## config.mk

```make
export PLATFORM = sky130hd
export DESIGN_NAME = regfile_wb_arbiter
export DESIGN_NICKNAME = d
export VERILOG_FILES = /design/src/rtl/regfile_wb_arbiter.sv
export SDC_FILE = /design/constraint.sdc
export NUM_CORES = 1
export LEC_CHECK = 0
export CAP_MARGIN = 20
export CORE_MARGIN = 3
export CORE_UTILIZATION = 38
export DETAILED_ROUTE_END_ITERATION = 12
export HOLD_SLACK_MARGIN = 0.1
export PLACE_DENSITY = 0.83
export SLEW_MARGIN = 20
export SYNTH_ARGS = -nofsm -noshare
export SYNTH_HDL_FRONTEND = slang
export SYNTH_SLANG_ARGS = --single-unit
```

## constraint.sdc

```tcl
create_clock -name clk -period 5.05 [get_ports clk]
set_input_delay 1.2625 -clock clk [delete_from_list [all_inputs] [get_ports clk]]
set_output_delay 1.2625 -clock clk [all_outputs]
set_load 0.02 [all_outputs]
```

## src/rtl/regfile_wb_arbiter.sv

```systemverilog
`default_nettype none
// ============================================================================
// Module      : regfile_wb_arbiter
// Description : Shares the single write port of the integer register file
//               between two writeback sources (A: ALU, B: load/multi-cycle).
//               Round-robin arbitration over valid/ready handshakes feeds a
//               registered write command. A per-register pending-write
//               scoreboard lets decode stall on RAW hazards.
//               Optional macro WB_TRACE_EN adds a simulation commit trace
//               with a registered source tag.
// Revision    : 1.0 - initial release
// ============================================================================
module regfile_wb_arbiter #(
   parameter int XLEN       = 64,
   parameter int REG_ADDR_W = 5
) (
   input  logic                  clk,
   input  logic                  rst,
   // Writeback source A
   input  logic                  a_valid,
   output logic                  a_ready,
   input  logic [REG_ADDR_W-1:0] a_rd,
   input  logic [XLEN-1:0]       a_data,
   // Writeback source B
   input  logic                  b_valid,
   output logic                  b_ready,
   input  logic [REG_ADDR_W-1:0] b_rd,
   input  logic [XLEN-1:0]       b_data,
   // Issue-side scoreboard update
   input  logic                  issue_valid,
   input  logic [REG_ADDR_W-1:0] issue_rd,
   // Decode-side hazard queries
   input  logic [REG_ADDR_W-1:0] rs1_addr,
   input  logic [REG_ADDR_W-1:0] rs2_addr,
   output logic                  rs1_busy,
   output logic                  rs2_busy,
   // Register file write port
   output logic                  reg_write,
   output logic [REG_ADDR_W-1:0] rd_addr,
   output logic [XLEN-1:0]       rd_data
);

   localparam int c_num_regs = 2 ** REG_ADDR_W;

   // Arbitration state: 1 means B was granted most recently.
   logic                  r_last_b;

   // Grant decision
   logic                  w_a_ready;
   logic                  w_b_ready;
   logic                  w_accept;
   logic [REG_ADDR_W-1:0] w_grant_rd;
   logic [XLEN-1:0]       w_grant_data;
   logic                  w_commit;

   // Registered write command
   logic                  r_reg_write;
   logic [REG_ADDR_W-1:0] r_rd_addr;
   logic [XLEN-1:0]       r_rd_data;

   // Scoreboard: x0 never has a pending write, so only 1..N-1 are stored.
   logic [c_num_regs-1:1] r_busy;
   logic [c_num_regs-1:0] w_busy_all;
   logic [c_num_regs-1:0] w_set_vec;
   logic [c_num_regs-1:0] w_clr_vec;

   // Round-robin grant: a lone requester always wins; under contention the
   // source that did not win last time gets the port. Readies are held low
   // during reset so nothing is accepted while state is being cleared.
   always_comb begin
      w_a_ready = 1'b0;
      w_b_ready = 1'b0;
      if (!rst) begin
         w_a_ready = a_valid && (!b_valid || r_last_b);
         w_b_ready = b_valid && (!a_valid || !r_last_b);
      end
   end

   assign a_ready = w_a_ready;
   assign b_ready = w_b_ready;

   // Select the granted source's command; the two readies are exclusive.
   always_comb begin
      w_accept     = w_a_ready || w_b_ready;
      w_grant_rd   = a_rd;
      w_grant_data = a_data;
      if (w_b_ready) begin
         w_grant_rd   = b_rd;
         w_grant_data = b_data;
      end
      // Writes to x0 complete the handshake but never reach the register file.
      w_commit = w_accept && (w_grant_rd != '0);
   end

   // Last-grant pointer moves on every accepted transfer, contended or not.
   always_ff @(posedge clk or posedge rst) begin
      if (rst) begin
         r_last_b <= 1'b1;
      end else if (w_accept) begin
         r_last_b <= w_b_ready;
      end
   end

   // One-cycle output stage; address and data hold when nothing commits.
   always_ff @(posedge clk or posedge rst) begin
      if (rst) begin
         r_reg_write <= 1'b0;
         r_rd_addr   <= '0;
         r_rd_data   <= '0;
      end else begin
         r_reg_write <= w_commit;
         if (w_commit) begin
            r_rd_addr <= w_grant_rd;
            r_rd_data <= w_grant_data;
         end
      end
   end

   assign reg_write = r_reg_write;
   assign rd_addr   = r_rd_addr;
   assign rd_data   = r_rd_data;

   // Decode the one-hot set (new producer issued) and clear (register file
   // commits this edge) vectors for the scoreboard.
   always_comb begin
      w_set_vec = '0;
      w_clr_vec = '0;
      if (issue_valid) begin
         w_set_vec[issue_rd] = 1'b1;
      end
      if (r_reg_write) begin
         w_clr_vec[r_rd_addr] = 1'b1;
      end
   end

   // Scoreboard update: set is applied after clear so a new producer for the
   // register being committed keeps it busy; bit 0 is dropped by the slice.
   always_ff @(posedge clk or posedge rst) begin
      if (rst) begin
         r_busy <= '0;
      end else begin
         r_busy <= (r_busy & ~w_clr_vec[c_num_regs-1:1]) | w_set_vec[c_num_regs-1:1];
      end
   end

   assign w_busy_all = {r_busy, 1'b0};
   assign rs1_busy   = w_busy_all[rs1_addr];
   assign rs2_busy   = w_busy_all[rs2_addr];

`ifdef WB_TRACE_EN
   // Source tag travels with the write command so the trace can name it.
   logic r_src_b;

   // Capture which source produced the command now in the output stage.
   always_ff @(posedge clk or posedge rst) begin
      if (rst) begin
         r_src_b <= 1'b0;
      end else if (w_commit) begin
         r_src_b <= w_b_ready;
      end
   end

   // Print each write on the edge the register file commits it.
   always @(posedge clk) begin
      if (!rst && r_reg_write) begin
         $display("WB commit: x%0d = %h (src %s)", r_rd_addr, r_rd_data,
                  r_src_b ? "B" : "A");
      end
   end
`else
   // No trace logic in the default build.
`endif

endmodule
`default_nettype wire

```

# == Word-level counts from Yosys, hierarchy flattened ==
# Index checks and enable logic that the tools add are counted.
# word_totals
ram_bits,0
regBits,102
romBits,0
n_memories,0
out_inout_bits,74
latchBits,0
input_bits,158
# classes
n_eq_ne,0
n_shift,0
add_sub_neg,0
bitwise_logic,3
order_cmp,6
reduce_logical,12
multipliers,0
div_mod_pow,0
muxes,14
# ops
cell,n
two-way mux 32 bit,2
two-way mux 64 bit,1
AND 31 bit,1
NOT 31 bit,1
bitwise OR 31 bit,1
less-than comparator 5 x 6 -> 1 bit (second input constant),4
binary-select mux 1 bit (select 5 bit),2
demux 1 bit (select 5 bit),2
greater-or-equal comparator 5 x 1 -> 1 bit (second input constant),2
two-way mux 1 bit,6
logical AND 1 bit,5
two-way mux 5 bit,1
nonzero test 5 bit,1
logical NOT 1 bit,3
logical OR 1 bit,3

# == Logic depth before layout (Yosys ltp) ==
# depth
depth_word,8
mapped_depth,8
depth_no_buf,6

# == Worst setup path after synthesis ==
# Ideal clock, no wire load.
# synth_path
kind,input port to output port
start,in rst
end,out a_ready
t_arrival_ns,4.055
required_time_ns,3.788
slack_ns,-0.268
path_stages,3
n_path_buf,0
cell_sequence,inv_1 nand2_1 a21oi_1
# synth_via
elab_chain_cells,1
# synth_lines
element,line,text
"start, declared",18,"input logic rst,"
two-way mux 1 bit,73,if (!rst) begin
"end, declared",21,"output logic a_ready,"
# No other way between the ends.

# == Worst setup path after layout ==
# layout_path
start,in rs1_addr[0]
end,out rs1_busy
# layout_via
elab_chain_cells,2
# layout_lines
element,line,text
"start, declared",33,"input logic [REG_ADDR_W-1:0] rs1_addr,"
binary-select mux 1 bit (select 5 bit),147,assign rs1_busy = w_busy_all[rs1_addr];
two-way mux 1 bit (implied by the code),147,
"end, declared",35,"output logic rs1_busy,"
# No other way between the ends. The select of a mux whose other input is x is not followed.

==> results by group <==
STA
  – Crit share post-route: 96.69%
  – Final setup fails: 0
  – Max Fclk: 204.8 MHz
  – Post-route minimum period: 4.883 ns
  – Final clock skew: 0.006569 ns
  – RSZ-0062 raised after global routing: false
  – Slew Viols, Final: 0
  – TNS Setup: 0 ns
  – Slew of the pin with the lowest slew margin: 0.8519 ns
  – Slew headroom: 43.21%
  – Final WS setup: 0.1670 ns
  – Hold Vio Cnt, Final: 0

Power
  – Leakage: 3.113 nW
  – PD cells: 342.5 nW/µm²
  – Final Power: 2.686 mW
  – Peak supply drop: 178.6 µV

Clocking
  – H-tree level count: 3
  – Clock Tree Buf Depth: 2
  – Clock root cell: clkbuf_16
  – Resized cells post-CTS: 0
  – CTS Buf Count: 9
  – Clk_lat worst skew: 0.35 ns
  – Clock Sinks: 102
  – Postcts setup bufs: 0
  – TritonCTS clock tree: built
  – CTS Hold Buffers Added: 0
  – Clock-pin slew on the worst setup and hold paths: 0.07 ns

Route
  – Initial DRC Count: 523
  – Via-per-instance ratio: 5.333
  – Via Count: 5210
  – Post-Route WL: 17250 µm
  – DRC Markers: 0
  – ANT nets after route: 0
  – DR WL/cell: 17.66 µm
  – 1st-pass router iterations: 6

Status
  – Status: finished, final reports clean

Placement
  – Post-DP HPWL: 12820 µm
  – GP Congestion: 0.8582
  – IO buf count: 231
  – Cell count after placement: 961
  – Place WS: 0.1702 ns

Yosys
  – Seq/Total Area, Yosys: 49.93%
  – Syn Area/Cell: 8.729 µm²
  – Synth warn: 0
  – #FFs+latches synth: 102
  – Synthesized instance count: 586
  – Yosys cell types: 36
  – Mapped Area: 5115 µm²
  – Syn nets: 744

Die
  – Initial Util: 39.72%
  – Core Region: 12880 µm²
  – Die Span Y: 122.0 µm
  – Die W: 122.0 µm
  – # IOs: 232
  – Cell Rows: 41
  – Die area: 14890 µm²

Setup path
  – R2R Setup Slk: 2.60 ns
  – CP arrival: 3.62 ns
  – Setup crit end kind: primary output
  – Critical Path RT: 3.79 ns
  – Worst setup SP type: primary input
  – Worst Path Max Fanout: 7
  – Crit Path Class: primary input to primary output

Global route
  – GRT overflow: 0
  – All-Layer GR Usage: 22.51%
  – Largest net degree at the start of global routing: 131
  – Vias in the first global route: 4858
  – First-pass GRT wire length: 25860 µm
  – Initial antenna violation count: 0

Min path
  – Worst min-delay path class: flop to flop

Cells and area
  – Layout cells sized above 1: 4.596%
  – # diodes: 0
  – Area Growth Syn to Fin: 53.30%
  – Finished Layout Cells: 977
  – Layout Nets: 958
  – Commonest non-fill, non-tap cell in the layout: clkdlybuf4s50_1
  – Commonest cells after routing, fill and taps aside: clkdlybuf4s50_1 (230), nand2_1 (135), dfrtp_1 (101)

Run
  – Max Cap Violations: 0
-- sequential cells by signal (all words and copies together) (netlist names) --
register,flops
reg_write,1
r_last_b,1
rd_data,64
rd_addr,5
r_busy,31
-- path summary, 6_finish.rpt --
check                            start     endpoint  depth (start not counted)
setup / recovery           rs1_addr[0]     rs1_busy                          6
hold / removal                r_last_b     r_last_b                          2
setup reg to reg              r_last_b  rd_data[47]                          7
hold reg to reg               r_last_b     r_last_b                          2
max in group asynchronous          rst  rd_data[32]                          4
min in group asynchronous          rst    reg_write                          3
-- synthesized netlist by cell type --
cell type | n | area share (%)
nand2_1 | 135 | 9.9
dfrtp_1 | 101 | 49
nor2_1 | 71 | 5.2
o21ai_0 | 65 | 6.4
a31oi_1 | 64 | 7.8
mux2i_1 | 25 | 4.9
clkbuf_1 | 16 | 1.2
nand3_1 | 16 | 1.6
buf_2 | 15 | 1.5
a21oi_1 | 9 | 0.88
inv_1 | 7 | 0.51
mux4_2 | 6 | 2.6
nor2b_1 | 6 | 0.73
nand3b_1 | 5 | 0.73
or3_1 | 5 | 0.61
a22oi_1 | 4 | 0.59
nor3_1 | 4 | 0.39
buf_4 | 3 | 0.44
nand2b_1 | 3 | 0.37
o22ai_1 | 3 | 0.37
or3b_2 | 3 | 0.51
a2111oi_0 | 2 | 0.34
nand4_1 | 2 | 0.24
nor3b_1 | 2 | 0.29
o221ai_1 | 2 | 0.34
o2bb2ai_1 | 2 | 0.34
a311oi_2 | 1 | 0.29
and2_1 | 1 | 0.12
buf_1 | 1 | 0.073
dfstp_2 | 1 | 0.51
nor4b_1 | 1 | 0.17
o21ai_1 | 1 | 0.098
o41ai_1 | 1 | 0.17
or2_1 | 1 | 0.12
or2_2 | 1 | 0.12
or4_1 | 1 | 0.15
-- cell type report --
class	instances	area [µm²]
fill	1077	5035
sequential	102	2554
multi-input combinational	442	2385
timing repair buffer	238	2380
clock buffer	11	242.7
tap	172	215.2
clock inverter	5	35.03
inverter	7	30.03
-- cell families (layout without fill, tap and decap cells) --
logic type	after synthesis	in the layout	share of synthesized area [%]
AO/OA/AOI/OAI	154	154	17.61
buffers and inverters	42	261	3.669
flip-flops	102	102	49.93
multiplexers	31	31	7.534
AND/OR/NAND/NOR	257	257	21.26
-- power breakdown --
group          switching (mW)  total, mW  internal, mW
combinational           0.430      0.871         0.441
sequential              0.153       1.16          1.00
clock                   0.310      0.657         0.347
total                   0.893       2.69          1.79
-- metrics by stage --
step                util, %  instance area [µm²]  hold slack (ns)
detailed placement    58.72                 7561           0.4953
floorplan                 -                 5119           0.4686
global placement      58.72                 7561           0.4919
global route          60.90                 7841           0.5446
CTS                   60.88                 7839           0.5053
finish                60.90                 7841           0.5035
-- worst max-delay path, cell delays in order --
cell and delay (ns):
clkdlybuf4s50_1 0.67, mux4_2 0.55, mux2i_1 0.15, nor3b_1 0.06, or3_1 0.38, clkdlybuf4s50_1 0.55
-- per-layer routing --
layer	global-route usage (%)	vias up	wire, µm
li1	-	2488	-
met1	25.58	2481	6484
met2	39.81	222	8882
met3	7.335	19	1556
met4	7.703	0	327
met5	0	-	0
Power figures use the tool's default switching activity.
